`config.mk`:
```
export PLATFORM = sky130hd
export DESIGN_NAME = posit_arbiter_flat
export DESIGN_NICKNAME = d
export VERILOG_FILES = /design/src/rtl/posit_arbiter_pkg.sv /design/src/rtl/posit_arbiter_if.sv /design/src/rtl/posit_rr_grant.sv /design/src/rtl/posit_arbiter.sv /design/src/flat_wrapper.sv
export SDC_FILE = /design/constraint.sdc
export NUM_CORES = 1
export LEC_CHECK = 0
export CAP_MARGIN = 20
export CORE_ASPECT_RATIO = 0.6
export CORE_UTILIZATION = 35
export CTS_BUF_LIST = sky130_fd_sc_hd__clkbuf_4
export CTS_CLUSTER_DIAMETER = 60
export DETAILED_ROUTE_END_ITERATION = 16
export GPL_ROUTABILITY_DRIVEN = 0
export PLACE_DENSITY_LB_ADDON = 0.15
export SLEW_MARGIN = 20
export SYNTH_ARGS = -nofsm -noshare
export SYNTH_HDL_FRONTEND = slang
export SYNTH_SLANG_ARGS = --single-unit
```
`constraint.sdc`:
```
create_clock -name clk -period 2.5 [get_ports clk]
set_input_delay 0.375 -clock clk [delete_from_list [all_inputs] [get_ports clk]]
set_output_delay 0.375 -clock clk [all_outputs]
set_load 0.05 [all_outputs]
```
`src/rtl/posit_arbiter_pkg.sv`:
```
// Shared types and constants for the two-requester posit unit arbiter.
package posit_arbiter_pkg;

  typedef logic [1:0] opcode_t;

  localparam opcode_t op_addsub = 2'b01;

  typedef enum logic [1:0] {
    st_idle  = 2'b00,
    st_issue = 2'b01,
    st_wait  = 2'b10,
    st_resp  = 2'b11
  } arb_state_t;

endpackage

```
`src/rtl/posit_arbiter_if.sv`:
```
// Request/response channels for two requesters plus the shared posit unit port.
interface posit_arbiter_if
  import posit_arbiter_pkg::*;
#(
  parameter int unsigned posit_width = 8
);

  logic                   req0_valid;
  logic                   req0_ready;
  opcode_t                req0_opcode;
  logic [posit_width-1:0] req0_a;
  logic [posit_width-1:0] req0_b;

  logic                   req1_valid;
  logic                   req1_ready;
  opcode_t                req1_opcode;
  logic [posit_width-1:0] req1_a;
  logic [posit_width-1:0] req1_b;

  logic                   rsp0_valid;
  logic                   rsp0_ready;
  logic [posit_width-1:0] rsp0_result;
  logic                   rsp0_zero;
  logic                   rsp0_err;

  logic                   rsp1_valid;
  logic                   rsp1_ready;
  logic [posit_width-1:0] rsp1_result;
  logic                   rsp1_zero;
  logic                   rsp1_err;

  logic                   unit_start;
  opcode_t                unit_opcode;
  logic [posit_width-1:0] unit_a;
  logic [posit_width-1:0] unit_b;
  logic                   unit_done;
  logic                   unit_zero;
  logic [posit_width-1:0] unit_result;

  // Arbiter side
  modport slave (
    input  req0_valid, req0_opcode, req0_a, req0_b,
    input  req1_valid, req1_opcode, req1_a, req1_b,
    input  rsp0_ready, rsp1_ready,
    input  unit_done, unit_zero, unit_result,
    output req0_ready, req1_ready,
    output rsp0_valid, rsp0_result, rsp0_zero, rsp0_err,
    output rsp1_valid, rsp1_result, rsp1_zero, rsp1_err,
    output unit_start, unit_opcode, unit_a, unit_b
  );

  // Requesters and posit unit side
  modport master (
    output req0_valid, req0_opcode, req0_a, req0_b,
    output req1_valid, req1_opcode, req1_a, req1_b,
    output rsp0_ready, rsp1_ready,
    output unit_done, unit_zero, unit_result,
    input  req0_ready, req1_ready,
    input  rsp0_valid, rsp0_result, rsp0_zero, rsp0_err,
    input  rsp1_valid, rsp1_result, rsp1_zero, rsp1_err,
    input  unit_start, unit_opcode, unit_a, unit_b
  );

endinterface

```
`src/rtl/posit_rr_grant.sv`:
```
// Two-way round-robin grant: on a tie the requester not served last wins.
module posit_rr_grant (
  input  logic [1:0] req,
  input  logic       last,
  output logic [1:0] grant
);

  always_comb begin
    grant    = '0;
    grant[0] = req[0] & (~req[1] | last);
    grant[1] = req[1] & (~req[0] | ~last);
  end

endmodule

```
`src/rtl/posit_arbiter.sv`:
```
// Shares one posit unit between two requesters, one op in flight, with a
// WAIT-state timeout that returns an error response instead of a result.
module posit_arbiter
  import posit_arbiter_pkg::*;
#(
  parameter int unsigned posit_width    = 8,
  parameter int unsigned es             = 1,
  parameter int unsigned timeout_cycles = 64
) (
  input  logic            clk,
  input  logic            reset,
  posit_arbiter_if.slave  bus
);

  localparam int unsigned cnt_w = $clog2(timeout_cycles + 1);
  localparam logic [cnt_w-1:0] cnt_last = cnt_w'(timeout_cycles - 1);

  // es only describes the operand format seen by the unit
  if (es >= posit_width) begin : g_es_check
    $error("es must be smaller than posit_width");
  end

  arb_state_t             state;
  logic                   last;
  logic                   owner;
  logic [cnt_w-1:0]       cnt;
  logic [1:0]             req_vec;
  logic [1:0]             grant;

  logic                   start_q;
  opcode_t                opcode_q;
  logic [posit_width-1:0] a_q;
  logic [posit_width-1:0] b_q;
  logic                   rsp0_valid_q;
  logic                   rsp1_valid_q;
  logic [posit_width-1:0] result_q;
  logic                   zero_q;
  logic                   err_q;
  logic                   owner_ready;

  assign req_vec = {bus.req1_valid, bus.req0_valid};

  posit_rr_grant u_grant (
    .req   (req_vec),
    .last  (last),
    .grant (grant)
  );

  assign bus.req0_ready = (state == st_idle) & grant[0];
  assign bus.req1_ready = (state == st_idle) & grant[1];

  assign owner_ready = owner ? bus.rsp1_ready : bus.rsp0_ready;

  always_ff @(posedge clk) begin
    if (reset) begin
      state        <= st_idle;
      last         <= 1'b1;
      owner        <= 1'b0;
      cnt          <= '0;
      start_q      <= 1'b0;
      opcode_q     <= '0;
      a_q          <= '0;
      b_q          <= '0;
      rsp0_valid_q <= 1'b0;
      rsp1_valid_q <= 1'b0;
      result_q     <= '0;
      zero_q       <= 1'b0;
      err_q        <= 1'b0;
    end else begin
      case (state)
        st_idle: begin
          if (|grant) begin
            owner    <= grant[1];
            opcode_q <= grant[1] ? bus.req1_opcode : bus.req0_opcode;
            a_q      <= grant[1] ? bus.req1_a      : bus.req0_a;
            b_q      <= grant[1] ? bus.req1_b      : bus.req0_b;
            start_q  <= 1'b1;
            state    <= st_issue;
          end
        end
        st_issue: begin
          start_q <= 1'b0;
          cnt     <= '0;
          state   <= st_wait;
        end
        st_wait: begin
          if (bus.unit_done) begin
            result_q <= bus.unit_result;
            zero_q   <= bus.unit_zero;
            err_q    <= 1'b0;
            rsp0_valid_q <= ~owner;
            rsp1_valid_q <= owner;
            state    <= st_resp;
          end else if (cnt == cnt_last) begin
            // Done on the final WAIT cycle still wins over the timeout
            result_q <= '0;
            zero_q   <= 1'b0;
            err_q    <= 1'b1;
            rsp0_valid_q <= ~owner;
            rsp1_valid_q <= owner;
            state    <= st_resp;
          end else begin
            cnt <= cnt + 1'b1;
          end
        end
        st_resp: begin
          if (owner_ready) begin
            rsp0_valid_q <= 1'b0;
            rsp1_valid_q <= 1'b0;
            last         <= owner;
            state        <= st_idle;
          end
        end
        default: state <= st_idle;
      endcase
    end
  end

  assign bus.unit_start  = start_q;
  assign bus.unit_opcode = opcode_q;
  assign bus.unit_a      = a_q;
  assign bus.unit_b      = b_q;

  assign bus.rsp0_valid  = rsp0_valid_q;
  assign bus.rsp0_result = result_q;
  assign bus.rsp0_zero   = zero_q;
  assign bus.rsp0_err    = err_q;

  assign bus.rsp1_valid  = rsp1_valid_q;
  assign bus.rsp1_result = result_q;
  assign bus.rsp1_zero   = zero_q;
  assign bus.rsp1_err    = err_q;

endmodule

```
`src/flat_wrapper.sv`:
```
// flat-port wrapper written by rule: the top's interface ports become plain ports
module posit_arbiter_flat import posit_arbiter_pkg::*;
#(
  parameter int unsigned posit_width    = 8,
  parameter int unsigned es             = 1,
  parameter int unsigned timeout_cycles = 64
)
  (clk, reset, bus_req0_valid, bus_req0_opcode, bus_req0_a, bus_req0_b, bus_req1_valid, bus_req1_opcode, bus_req1_a, bus_req1_b, bus_rsp0_ready, bus_rsp1_ready, bus_unit_done, bus_unit_zero, bus_unit_result, bus_req0_ready, bus_req1_ready, bus_rsp0_valid, bus_rsp0_result, bus_rsp0_zero, bus_rsp0_err, bus_rsp1_valid, bus_rsp1_result, bus_rsp1_zero, bus_rsp1_err, bus_unit_start, bus_unit_opcode, bus_unit_a, bus_unit_b);
  posit_arbiter_if #(.posit_width(posit_width)) bus_i ();
  input  logic clk;
  input  logic reset;
  input wire logic [$bits(bus_i.req0_valid)-1:0] bus_req0_valid;
  input wire logic [$bits(bus_i.req0_opcode)-1:0] bus_req0_opcode;
  input wire logic [$bits(bus_i.req0_a)-1:0] bus_req0_a;
  input wire logic [$bits(bus_i.req0_b)-1:0] bus_req0_b;
  input wire logic [$bits(bus_i.req1_valid)-1:0] bus_req1_valid;
  input wire logic [$bits(bus_i.req1_opcode)-1:0] bus_req1_opcode;
  input wire logic [$bits(bus_i.req1_a)-1:0] bus_req1_a;
  input wire logic [$bits(bus_i.req1_b)-1:0] bus_req1_b;
  input wire logic [$bits(bus_i.rsp0_ready)-1:0] bus_rsp0_ready;
  input wire logic [$bits(bus_i.rsp1_ready)-1:0] bus_rsp1_ready;
  input wire logic [$bits(bus_i.unit_done)-1:0] bus_unit_done;
  input wire logic [$bits(bus_i.unit_zero)-1:0] bus_unit_zero;
  input wire logic [$bits(bus_i.unit_result)-1:0] bus_unit_result;
  output wire logic [$bits(bus_i.req0_ready)-1:0] bus_req0_ready;
  output wire logic [$bits(bus_i.req1_ready)-1:0] bus_req1_ready;
  output wire logic [$bits(bus_i.rsp0_valid)-1:0] bus_rsp0_valid;
  output wire logic [$bits(bus_i.rsp0_result)-1:0] bus_rsp0_result;
  output wire logic [$bits(bus_i.rsp0_zero)-1:0] bus_rsp0_zero;
  output wire logic [$bits(bus_i.rsp0_err)-1:0] bus_rsp0_err;
  output wire logic [$bits(bus_i.rsp1_valid)-1:0] bus_rsp1_valid;
  output wire logic [$bits(bus_i.rsp1_result)-1:0] bus_rsp1_result;
  output wire logic [$bits(bus_i.rsp1_zero)-1:0] bus_rsp1_zero;
  output wire logic [$bits(bus_i.rsp1_err)-1:0] bus_rsp1_err;
  output wire logic [$bits(bus_i.unit_start)-1:0] bus_unit_start;
  output wire logic [$bits(bus_i.unit_opcode)-1:0] bus_unit_opcode;
  output wire logic [$bits(bus_i.unit_a)-1:0] bus_unit_a;
  output wire logic [$bits(bus_i.unit_b)-1:0] bus_unit_b;
  assign bus_i.req0_valid = bus_req0_valid;
  assign bus_i.req0_opcode = bus_req0_opcode;
  assign bus_i.req0_a = bus_req0_a;
  assign bus_i.req0_b = bus_req0_b;
  assign bus_i.req1_valid = bus_req1_valid;
  assign bus_i.req1_opcode = bus_req1_opcode;
  assign bus_i.req1_a = bus_req1_a;
  assign bus_i.req1_b = bus_req1_b;
  assign bus_i.rsp0_ready = bus_rsp0_ready;
  assign bus_i.rsp1_ready = bus_rsp1_ready;
  assign bus_i.unit_done = bus_unit_done;
  assign bus_i.unit_zero = bus_unit_zero;
  assign bus_i.unit_result = bus_unit_result;
  assign bus_req0_ready = bus_i.req0_ready;
  assign bus_req1_ready = bus_i.req1_ready;
  assign bus_rsp0_valid = bus_i.rsp0_valid;
  assign bus_rsp0_result = bus_i.rsp0_result;
  assign bus_rsp0_zero = bus_i.rsp0_zero;
  assign bus_rsp0_err = bus_i.rsp0_err;
  assign bus_rsp1_valid = bus_i.rsp1_valid;
  assign bus_rsp1_result = bus_i.rsp1_result;
  assign bus_rsp1_zero = bus_i.rsp1_zero;
  assign bus_rsp1_err = bus_i.rsp1_err;
  assign bus_unit_start = bus_i.unit_start;
  assign bus_unit_opcode = bus_i.unit_opcode;
  assign bus_unit_a = bus_i.unit_a;
  assign bus_unit_b = bus_i.unit_b;
  posit_arbiter #(.posit_width(posit_width), .es(es), .timeout_cycles(timeout_cycles)) u_core (.clk(clk), .reset(reset), .bus(bus_i));
endmodule
```
### After elaboration in Yosys (flattened, before gate mapping)

Cells that the tools add are included.

* output and inout bits: 43
* register bits: 42
* logic and storage cells: 73

* bitwise gates (word level): 10
* reductions and logical operators: 13
* add/subtract/negate cells: 1
* multiplexer cells: 27
* equality and inequality tests: 9

Operators with widths (count)
* two-way mux 8 bit: 4
* two-way mux 7 bit: 2
* one-hot mux 7 bit (2 select lines): 1
* two-way mux 1 bit: 11
* two-way mux 2 bit: 5
* AND reduction 3 bit: 3
* one-hot mux 2 bit (4 select lines): 1
* AND reduction 2 bit: 4
* nonzero test 2 bit: 4
* adder 7 x 1 -> 7 bit, second input constant: 1
* == test 7 x 6 -> 1 bit, second input constant: 1
* inequality test 2 bit, second input constant: 3
* one-hot mux 1 bit (2 select lines): 3
* bitwise AND 1 bit: 4
* == test 2 bit, second input constant: 2
* NOT 1 bit: 4
* inequality test 3 x 2 -> 1 bit, second input constant: 1
* == test 2 x 1 -> 1 bit, second input constant: 1
* logical NOT 2 bit: 1
* inequality test 2 x 1 -> 1 bit, second input constant: 1
* bitwise OR 1 bit: 2
* OR reduction 2 bit: 1

### Longest topological paths before layout

Gate-level depths: netlist of run 1.

* depth in word-level cells: 6
* depth in mapped cells: 8

### Hierarchy

Synthesis of run 1 repeated with hierarchy kept, for this count alone.

* cell total of the unflattened synthesis: 211
* area total of the unflattened synthesis: 2016.9 um^2

Modules (own cells, without submodules)
* posit_arbiter: instances 1, area an instance 1998.2 um^2, cells an instance 208, sequential area each 840.8 um^2
* posit_rr_grant: instances 1, area an instance 18.8 um^2, cells an instance 3, sequential area each 0.0 um^2

### Least setup slack after synthesis of run 1

No wires, ideal clock.

* path kind: register -> register
* start point: register u_core.state[0]
* end point: register u_core.owner
* setup time: 0.132 ns
* setup slack: 0.659 ns
* data required time: 2.368 ns
* arrival time: 1.708 ns
* period minus slack after synthesis: 1.841 ns
* cell stages (with the launch flop): 7
* buffers on the path: 0
* cells stage by stage: dfxtp_1 -> inv_1 -> ha_1 -> nand2_1 -> a21oi_1 -> nand2b_1 -> a21oi_1

* word-level cells in the longest chain between the ends: 2

Ends and longest elaborated chain
* start: declaration: RTL line posit_arbiter.sv:23 `arb_state_t state;`
* start signal: assignment: RTL line posit_arbiter.sv:56 `state <= st_idle;`
* start signal: assignment: RTL line posit_arbiter.sv:78 `state <= st_issue;`
* start signal: assignment: RTL line posit_arbiter.sv:84 `state <= st_wait;`
* logical NOT 2 bit: RTL line posit_arbiter.sv:70 `case (state)`
* AND reduction 2 bit (no line)
* end signal: assignment: RTL line posit_arbiter.sv:73 `owner <= grant[1];`
* end: declaration: RTL line posit_arbiter.sv:25 `logic owner;`

No other way between the ends.
A chain may end at the register's enable or synchronous reset.

### Worst setup path after layout of run 1

* start point: register u_core.state[0]
* end point: output port bus_req0_ready

* word-level cells in the longest chain between the ends: 2

Ends and longest elaborated chain
* logical NOT 2 bit: RTL line posit_arbiter.sv:49 `assign bus.req0_ready = (state == st_idle) & grant[0];`
* bitwise AND 1 bit: RTL line posit_arbiter.sv:49
* end: declaration: RTL line flat_wrapper.sv:25 `output wire logic [$bits(bus_i.req0_ready)-1:0] bus_req0_ready;`

No other way between the ends.

==> impl_metrics.json, run 1 <==
{
  "area_growth_syn_to_layout_pct": 48.0,
  "yosys.area_share.simple": 0.122,
  "layout_common_cells": "92 x clkdlybuf4s50_1, 42 x dfxtp_1, 25 x nor2_1",
  "startpoint_type": "register",
  "syn_area_per_cell_um2": 9.82,
  "synth_xor_xnor_area_share": 0,
  "worst_pin_slew_ps": 597,
  "fmax_mhz": 512,
  "critPathArrivalTime_ps": 1580,
  "boundaryPins": 95,
  "ant_nets": 0,
  "required_ps": 2120,
  "core-area_mm2": 0.00526,
  "dp_hpwl_mm": 3.43,
  "syn-num-nets": 260,
  "die_h_um": 60.5,
  "crit_chain": "inv_1 -> ha_1 -> nand2_1 -> a21oi_1 -> buf_4",
  "cts.path.max_buffers": 2,
  "post_cts_buffers": 0,
  "hp-start": "u_core.cnt[6]$_SDFFE_PP0P_",
  "dieWidth_um": 99.4,
  "cp_num_buf_inv": 2,
  "critPathKind": "reg2out",
  "powerDensity_mw_per_mm2": 1000,
  "cts_inserted_buffers": 5,
  "synth_top_family_by_area": "compound AO/OA/AOI/OAI gates",
  "ys_seq_elements": 42,
  "synthCells": 203,
  "h-tree-depth": 2,
  "p_leak_nw": 1.15,
  "rr_startpoint": "u_core.state[0]$_SDFFE_PP0P_",
  "crit_path_max_incr_delay_ps": 360,
  "crit_slowest_cell": "dfxtp_1",
  "peakVddDrop_uv": 435,
  "syn_area_mm2": 0.00199,
  "grt_usage": 0.157,
  "nFillCells": 494,
  "diodes": 0,
  "hold_violations": 0,
  "post_cts_resized": 0,
  "drive_gt1_frac": 0.0767,
  "root_buffer": "clkbuf_4",
  "r2r_end": "u_core.bus.rsp0_zero$_SDFFE_PP0P_",
  "crit_path_max_fanout": 5,
  "rrSetupSlack_ps": 820,
  "synth_compound_gate_area_share": 0.226,
  "postCtsHoldBufs": 0,
  "ys_seq_area_frac": 0.422,
  "cts.clk_slew.worst_paths_ps": 120,
  "grt_overflow": 0,
  "wl_per_cell_um": 13.2,
  "first_pass_iters": 4,
  "synth_ff_type": "dfxtp_1",
  "fin_tns_setup_ps": 0,
  "crit_family": "flip-flops",
  "period_needed_ps": 1950,
  "routed_wl_mm": 4.65,
  "total_power_mw": 2.96,
  "hp-class": "reg2reg",
  "antenna_found_initial": 0,
  "cts_tree": "done",
  "crit_cells": 5,
  "grt_pass1_wl_mm": 7.40,
  "dieArea_mm2": 0.00601,
  "drt_iter0_markers": 79,
  "finClkSkew_ps": 5.13,
  "fp-row-count": 20,
  "rsz0062_at_grt": "no",
  "synth_fa_ha_area_frac": 0.0314,
  "synth_cell_types": 44,
  "synth-edff-count": 0,
  "end_kind": "primary output",
  "r2r_cells": 6,
  "setup-violations-final": 0,
  "status": "complete, no violations",
  "clock_latency_ps": 350,
  "final_nets": 343,
  "relSlewSlack": 0.601,
  "clock-sinks": 42,
  "maxCapViolCount": 0,
  "yosysWarnings": 0,
  "grt_pass1_vias": 1580,
  "ys_async_sr_fraction": 0,
  "via_per_inst": 4.87,
  "layout_commonest_cell": "clkdlybuf4s50_1",
  "num_vias": 1718,
  "multi_input_area_um2": 971,
  "numPortBuffers": 94,
  "whs_endpoint": "u_core.cnt[6]$_SDFFE_PP0P_",
  "timing.final.crit_share": 0.781,
  "register_area_um2": 841,
  "initial_utilization": 0.379,
  "holdPathStages": 1,
  "finalMaxSlewViolations": 0,
  "grt_max_degree": 38,
  "drc": 0,
  "synthMuxAreaShare": 0.106
}
-- metal layers --
layer | GRT usage | share of wire | vias to the layer above
li1 | - | - | 895
met4 | 0.0504 | 0.0062 | 0
met3 | 0.0472 | 0.059 | 4
met2 | 0.244 | 0.43 | 45
met5 | 0 | 0 | -
met1 | 0.213 | 0.51 | 774
-- kinds of logic (layout without fill, tap and decap cells) --
kind of cell | Yosys count | in the layout
multiplexers | 21 | 21
AND/OR/NAND/NOR | 50 | 50
flip-flops | 42 | 42
buffers and inverters | 28 | 112
adder cells (fa/ha/maj) | 5 | 5
AO/OA/AOI/OAI | 57 | 57
-- through the flow --
| stage | utilization | instance area, um^2 | cells | hold WS [ps] | setup WS, ps |
|---|---|---|---|---|---|
| after floorplan | - | 1990 | 203 | 426 | 659 |
| after global placement | 0.551 | 2900 | 345 | 436 | 647 |
| after detailed placement | 0.551 | 2900 | 345 | 438 | 610 |
| after CTS | 0.561 | 2950 | 353 | 456 | 533 |
| after global routing | 0.561 | 2950 | 353 | 465 | 418 |
| final | 0.561 | 2950 | 353 | 457 | 547 |
-- area by class of cell --
class,instances,share of cell area
Clock inverter,2,0.00297
Inverter,6,0.00764
Timing Repair Buffer,98,0.332
Multi-Input combinational cell,133,0.329
Tap cell,66,0.0280
Sequential cell,42,0.285
Clock buffer,6,0.0153
-- cell usage after synthesis, types with 2 or more instances --
cell / instances / area share
o211ai_1: 2 / 0.0075
a211oi_1: 19 / 0.072
a21oi_1: 7 / 0.018
dfxtp_1: 42 / 0.42
nand2b_1: 4 / 0.013
ha_1: 5 / 0.031
inv_1: 6 / 0.011
buf_4: 10 / 0.038
nand4_1: 2 / 0.0063
nor2_1: 25 / 0.047
buf_6: 3 / 0.017
mux2i_1: 20 / 0.10
clkbuf_1: 4 / 0.0075
a311oi_1: 2 / 0.0088
buf_2: 3 / 0.0075
o31ai_1: 3 / 0.011
nand2_1: 10 / 0.019
nor2b_1: 2 / 0.0063
a22o_1: 9 / 0.040
-- report_power, final --
group / internal (mW) / switching, mW
logic: 0.620 / 1.06
clock network: 0.117 / 0.223
registers: 0.841 / 0.0982
total: 1.58 / 1.38
-- flip-flops by register name, indices dropped and copies added, names as in the netlist --
register and count:
u_core.bus.unit_start 1, u_core.bus.unit_opcode 2, u_core.bus.rsp1_valid 1, u_core.bus.unit_a 8, u_core.last 1, u_core.bus.rsp0_valid 1, u_core.bus.rsp0_result 8, u_core.owner 1
u_core.bus.rsp0_err 1, u_core.state 2, u_core.cnt 7, u_core.bus.rsp0_zero 1, u_core.bus.unit_b 8
-- worst max path at each step --
stage,slack [ps],endpoint,start
2_1_floorplan,660,u_core.owner$_SDFFE_PP0P_,u_core.state[0]$_SDFFE_PP0P_
3_3_place_gp,650,u_core.bus.unit_opcode[1]$_SDFFE_PP0P_,bus_req1_valid
6_report,550,bus_req0_ready,u_core.state[0]$_SDFFE_PP0P_
4_1_cts,530,bus_req0_ready,u_core.state[0]$_SDFFE_PP0P_
5_1_grt,420,bus_req0_ready,u_core.state[0]$_SDFFE_PP0P_
3_5_place_dp,610,u_core.bus.unit_opcode[1]$_SDFFE_PP0P_,bus_req1_valid
Power figures use the tool's default switching activity.
==> run 2: changes to the inputs <==
==> constraint.sdc (replaced) <==
create_clock -name clk -period 1.6 [get_ports clk]
set_input_delay 0.24 -clock clk [delete_from_list [all_inputs] [get_ports clk]]
set_output_delay 0.24 -clock clk [all_outputs]
set_load 0.05 [all_outputs]
==> run 2 against run 1 <==
Critical path depth unchanged. Count of clock-buffer cells in the layout did not move. Core utilization is 3.1 points higher. Routed wire length rose by 7.8%. Critical endpoint is now bus_req1_ready.
==> impl_metrics.json, run 2 (synthesized netlist as in run 1, its figures left out) <==
{
  "powerDensity_mw_per_mm2": 1590,
  "worst_pin_slew_ps": 402,
  "rsz0062_at_grt": "yes",
  "final_nets": 361,
  "timing.final.crit_share": 0.987,
  "critPathKind": "in2out",
  "first_pass_iters": 4,
  "wl_per_cell_um": 13.5,
  "finClkSkew_ps": 6.99,
  "critPathArrivalTime_ps": 1340,
  "met1_length_mm": 2.63,
  "fp-row-count": 20,
  "startpoint_type": "input port",
  "antenna_found_initial": 0,
  "cp_num_buf_inv": 3,
  "place_area_mm2": 0.00295,
  "dr_wl_met2_mm": 2.01,
  "layout_commonest_cell": "buf_4",
  "core-area_mm2": 0.00526,
  "setup-violations-final": 0,
  "area_growth_syn_to_layout_pct": 56.1,
  "grt_max_degree": 28,
  "hp-class": "reg2reg",
  "crit_slowest_cell": "clkdlybuf4s50_1",
  "dp_hpwl_mm": 3.82,
  "via_per_inst": 4.82,
  "crit_path_max_incr_delay_ps": 540,
  "cts_tree": "done",
  "drive_gt1_frac": 0.308,
  "crit_family": "buffers and inverters",
  "status": "complete, no violations",
  "boundaryPins": 95,
  "hold_violations": 0,
  "initial_utilization": 0.379,
  "num_vias": 1788,
  "end_kind": "primary output",
  "ant_nets": 0,
  "maxCapViolCount": 0,
  "grt_pass1_wl_mm": 7.73,
  "drc": 0,
  "layout_common_cells": "60 x buf_4, 51 x clkdlybuf4s50_1, 38 x dfxtp_1",
  "route.met3.wl_um": 355,
  "clock_latency_ps": 330,
  "clock-sinks": 42,
  "cts_inserted_buffers": 5,
  "fmax_mhz": 633,
  "period_needed_ps": 1580,
  "finalMaxSlewViolations": 0,
  "stdcell_count": 371,
  "peakVddDrop_uv": 1060,
  "h-tree-depth": 2,
  "highest_layer": "met4",
  "postCtsHoldBufs": 0,
  "cts.clk_slew.worst_paths_ps": 120,
  "p_leak_nw": 1.35,
  "fin_area_mm2": 0.00311,
  "drt_iter0_markers": 48,
  "crit_chain": "clkdlybuf4s50_1 -> a21boi_4 -> nand2_1 -> inv_1 -> buf_12",
  "numPortBuffers": 94,
  "routed_wl_mm": 5.01,
  "dieWidth_um": 99.4,
  "relSlewSlack": 0.732,
  "placedCellCount": 360,
  "grt_overflow": 0,
  "crit_path_max_fanout": 4,
  "root_buffer": "clkbuf_4",
  "cts.path.max_buffers": 2,
  "diodes": 0,
  "required_ps": 1360,
  "dieArea_mm2": 0.00601,
  "grt_pass1_vias": 1615,
  "grt_usage": 0.163,
  "die_h_um": 60.5
}
## run 2: metal layers
layer,vias to the layer above,global-route usage
met3,2,0.0495
met2,62,0.238
met5,-,0
met4,0,0.0315
li1,930,-
met1,794,0.239
## run 2: worst paths after layout
| kind | start | slack [ps] | depth (start not counted) | endpoint |
|---|---|---|---|---|
| max | bus_req0_valid | 20 | 5 | bus_req1_ready |
| min | u_core.cnt[6]$_SDFFE_PP0P_ | 470 | 1 | u_core.cnt[6]$_SDFFE_PP0P_ |
| max reg2reg | u_core.cnt[1]$_SDFFE_PP0P_ | 80 | 6 | u_core.cnt[0]$_SDFFE_PP0P_ |
| min reg2reg | u_core.cnt[6]$_SDFFE_PP0P_ | 470 | 1 | u_core.cnt[6]$_SDFFE_PP0P_ |
## run 2: power by group
group          switching [mW]  internal (mW)  leakage [nW]  total, mW
clock                   0.329          0.183        0.0331      0.512
combinational            1.77           1.18         0.972       2.95
sequential              0.176           1.32         0.346       1.50
## run 2: stage by stage
step	utilization	setup TNS [ps]	hold slack, ps	setup WS, ps	total power, mW
after floorplan	-	0	336	24.5	3.38
after CTS	0.583	0	462	3.49	4.92
after global placement	0.561	-679	436	-52.4	4.28
after global routing	0.592	-47.1	477	-20.1	5.25
after detailed placement	0.561	-1490	440	-99.6	4.31
final	0.592	0	468	20.8	4.96
## run 2: worst register-to-register path, stage by stage, from the launching register on
cell      delay [ps]
dfxtp_2          380
ha_4             160
nand4b_4         120
o21ai_4          240
buf_4            170
mux2_1           320
nor2_1            80
## run 2: final cells by class
| class | instances | area, um^2 |
|---|---|---|
| Sequential cell | 42 | 846 |
| Inverter | 6 | 25.0 |
| Multi-Input combinational cell | 133 | 1050 |
| Timing Repair Buffer | 116 | 1050 |
| Fill cell | 478 | 2140 |
| Tap cell | 66 | 82.6 |
| Clock inverter | 2 | 8.76 |
| Clock buffer | 6 | 45.0 |
## run 2: what timing repair did
action / CTS / global route
setup buffers: 3 / 1
resized for setup: 12 / 9
setup endpoints to repair: 15 / 8
pin swaps: 2 / 3
==> run 3: changes to the inputs <==
--- a/config.mk
+++ b/config.mk
@@ -16,4 +16,6 @@
 export SLEW_MARGIN = 20
 export SYNTH_ARGS = -nofsm -noshare
 export SYNTH_HDL_FRONTEND = slang
+export SYNTH_HIERARCHICAL = 1
 export SYNTH_SLANG_ARGS = --single-unit
+export TNS_END_PERCENT = 10
==> run 3 against run 2 <==
First-iteration DRC count up 27%. Hold slack got worse by 67 ps. Highest routed layer unchanged. Die area increased by 1.2%. Largest cell class is now non-clock buffers.
==> impl_metrics.json, run 3 <==
{
  "worst_pin_slew_ps": 350,
  "cts.path.max_buffers": 2,
  "root_buffer": "clkbuf_4",
  "yosys.area_share.simple": 0.143,
  "ys_top_cells_by_count": "42 x dfxtp_1, 23 x nor2_1, 22 x mux2i_1, 19 x a211oi_1, 12 x a21oi_1",
  "first_pass_iters": 4,
  "h-tree-depth": 2,
  "core-area_mm2": 0.00531,
  "fin_tns_setup_ps": 0,
  "fp-row-count": 20,
  "grt_max_degree": 37,
  "crit_family": "simple AND/OR/NAND/NOR gates",
  "setup-violations-final": 0,
  "grt_usage": 0.164,
  "grt_pass1_vias": 1651,
  "cts_tree": "done",
  "status": "complete, no violations",
  "hold_violations": 0,
  "powerDensity_mw_per_mm2": 1550,
  "synth_top_family_by_area": "compound AO/OA/AOI/OAI gates",
  "required_ps": 1880,
  "dieWidth_um": 100,
  "antenna_found_initial": 0,
  "boundaryPins": 95,
  "period_needed_ps": 1560,
  "synth.most_common_cell": "dfxtp_1",
  "timing.final.crit_share": 0.975,
  "r2r_cells": 5,
  "crit_chain": "ha_2 -> and4_4 -> a21oi_4 -> or4b_1 -> a21oi_1",
  "syn_area_per_cell_um2": 9.56,
  "layout_common_cells": "60 x buf_4, 49 x clkdlybuf4s50_1, 38 x dfxtp_1",
  "synth_largest_area_cell": "dfxtp_1",
  "grt_pass1_wl_mm": 7.61,
  "synth_fa_ha_area_frac": 0.0372,
  "num_vias": 1866,
  "startpoint_type": "register",
  "relSlewSlack": 0.766,
  "syn_area_mm2": 0.00202,
  "cts.clk_slew.worst_paths_ps": 130,
  "clock_latency_ps": 340,
  "critPathKind": "reg2reg",
  "synth_ff_type": "dfxtp_1",
  "diodes": 0,
  "rsz0062_at_grt": "yes",
  "peakVddDrop_uv": 925,
  "ant_nets": 0,
  "synth-edff-count": 0,
  "whs_endpoint": "u_core/owner$_SDFFE_PP0P_",
  "area_growth_syn_to_layout_pct": 58.9,
  "dp_hpwl_mm": 3.82,
  "synth_compound_gate_area_share": 0.210,
  "critPathArrivalTime_ps": 1840,
  "fmax_mhz": 641,
  "drt_iter0_markers": 61,
  "dpl_worst_slack_ps": -153,
  "crit_path_max_fanout": 9,
  "die_h_um": 60.8,
  "wl_per_cell_um": 13.0,
  "nFillCells": 487,
  "rrSetupSlack_ps": 40,
  "dieArea_mm2": 0.00608,
  "synth_area_leaders": "dfxtp_1 42%, mux2i_1 11%, a211oi_1 7.1%",
  "r2r_end": "u_core/bus.rsp0_valid$_SDFFE_PP0P_",
  "cp_num_buf_inv": 0,
  "end_kind": "register",
  "ys_async_sr_fraction": 0,
  "clock-sinks": 42,
  "p_leak_nw": 1.36,
  "hp-start": "bus_req0_valid",
  "synth_cell_types": 38,
  "routed_wl_mm": 5.10,
  "holdPathStages": 5,
  "synth_top_cell_area_share": 0.417,
  "hp-class": "in2reg",
  "crit_path_max_incr_delay_ps": 470,
  "maxCapViolCount": 0,
  "drc": 0,
  "crit_slowest_cell": "or4b_1",
  "postLayoutSetupSlackWorst_ps": 40.6,
  "grt_overflow": 0,
  "synthCells": 211,
  "numPortBuffers": 94,
  "cts_inserted_buffers": 5,
  "finalMaxSlewViolations": 0,
  "ys_seq_elements": 42,
  "syn-num-nets": 269,
  "drive_gt1_frac": 0.321,
  "finClkSkew_ps": 10.3,
  "ys_seq_area_frac": 0.417,
  "synth_xor_xnor_area_share": 0,
  "initial_utilization": 0.380,
  "layout_commonest_cell": "buf_4",
  "final_nets": 373,
  "rr_startpoint": "u_core/cnt[0]$_SDFFE_PP0P_",
  "yosysWarnings": 6,
  "via_per_inst": 4.76,
  "synthMuxAreaShare": 0.109
}
-- run 3: worst min-delay path, delay by kind of cell --
family	cells	cell delay, ps
compound gates	2	140
buf+inv	2	240
simple gates	1	70
-- run 3: logic make-up (layout without fill, tap and decap cells) --
kind of cell / Yosys count / after routing
mux: 22 / 22
buf+inv: 26 / 130
fa+ha+maj: 6 / 6
simple gates: 57 / 57
compound gates: 58 / 58
flops: 42 / 42
-- run 3: final cells by class --
class                      count  area, um^2  area share
clock buffer                   5        37.5      0.0117
clock inverter                 2        33.8      0.0105
inverter                       5        26.3     0.00820
multi-input combinational    143        1070       0.334
sequential                    42         851       0.266
tap                           77        96.3      0.0301
timing repair buffer         118        1090       0.340
-- run 3: worst max-delay path by stage --
| stage | start | to | slack [ps] | cells past startpoint |
|---|---|---|---|---|
| 6_report | u_core/cnt[0]$_SDFFE_PP0P_ | u_core/bus.rsp0_valid$_SDFFE_PP0P_ | 40 | 5 |
| 5_1_grt | u_core/state[1]$_SDFFE_PP0P_ | bus_req0_ready | -30 | 6 |
| 4_1_cts | bus_req1_valid | bus_req1_ready | -30 | 6 |
| 3_5_place_dp | bus_req0_valid | u_core/state[0]$_SDFFE_PP0P_ | -150 | 6 |
| 3_3_place_gp | bus_req1_valid | u_core/bus.unit_b[7]$_SDFFE_PP0P_ | -110 | 6 |
| 2_1_floorplan | u_core/state[0]$_SDFFE_PP0P_ | u_core/bus.rsp0_valid$_SDFFE_PP0P_ | 20 | 7 |
-- run 3: where the power goes --
part	switching [mW]	leakage, nW	internal (mW)	total [mW]
clock	0.332	0.0387	0.316	0.649
combinational	1.69	0.980	1.16	2.84
sequential	0.163	0.346	1.31	1.47
total	2.18	1.36	2.78	4.96
-- run 3: layer usage --
layer  GRT usage  vias up  wire (um)
met1       0.216      828       2400
li1            -      961          -
met4      0.0435        0         14
met3      0.0657        2        499
met2       0.254       75       2180
met5           0        -          0
-- run 3: what timing repair did --
action                     4_1_cts  5_1_grt
pin swaps                        0        7
gates cloned                     0        0
setup endpoints to repair       12       17
resized for setup                8       23
hold buffers                     0        0
setup buffers                    1        3
-- run 3: through the flow --
step | hold WS (ps) | area [um^2] | util | power (mW) | instances
finish | 401 | 3200 | 0.604 | 4.96 | 392
global route | 407 | 3200 | 0.604 | 5.26 | 392
CTS | 474 | 3110 | 0.586 | 4.82 | 389
detailed placement | 458 | 3010 | 0.568 | 4.09 | 381
global placement | 449 | 3010 | 0.568 | 4.07 | 381
floorplan | 340 | 2020 | - | 3.18 | 211
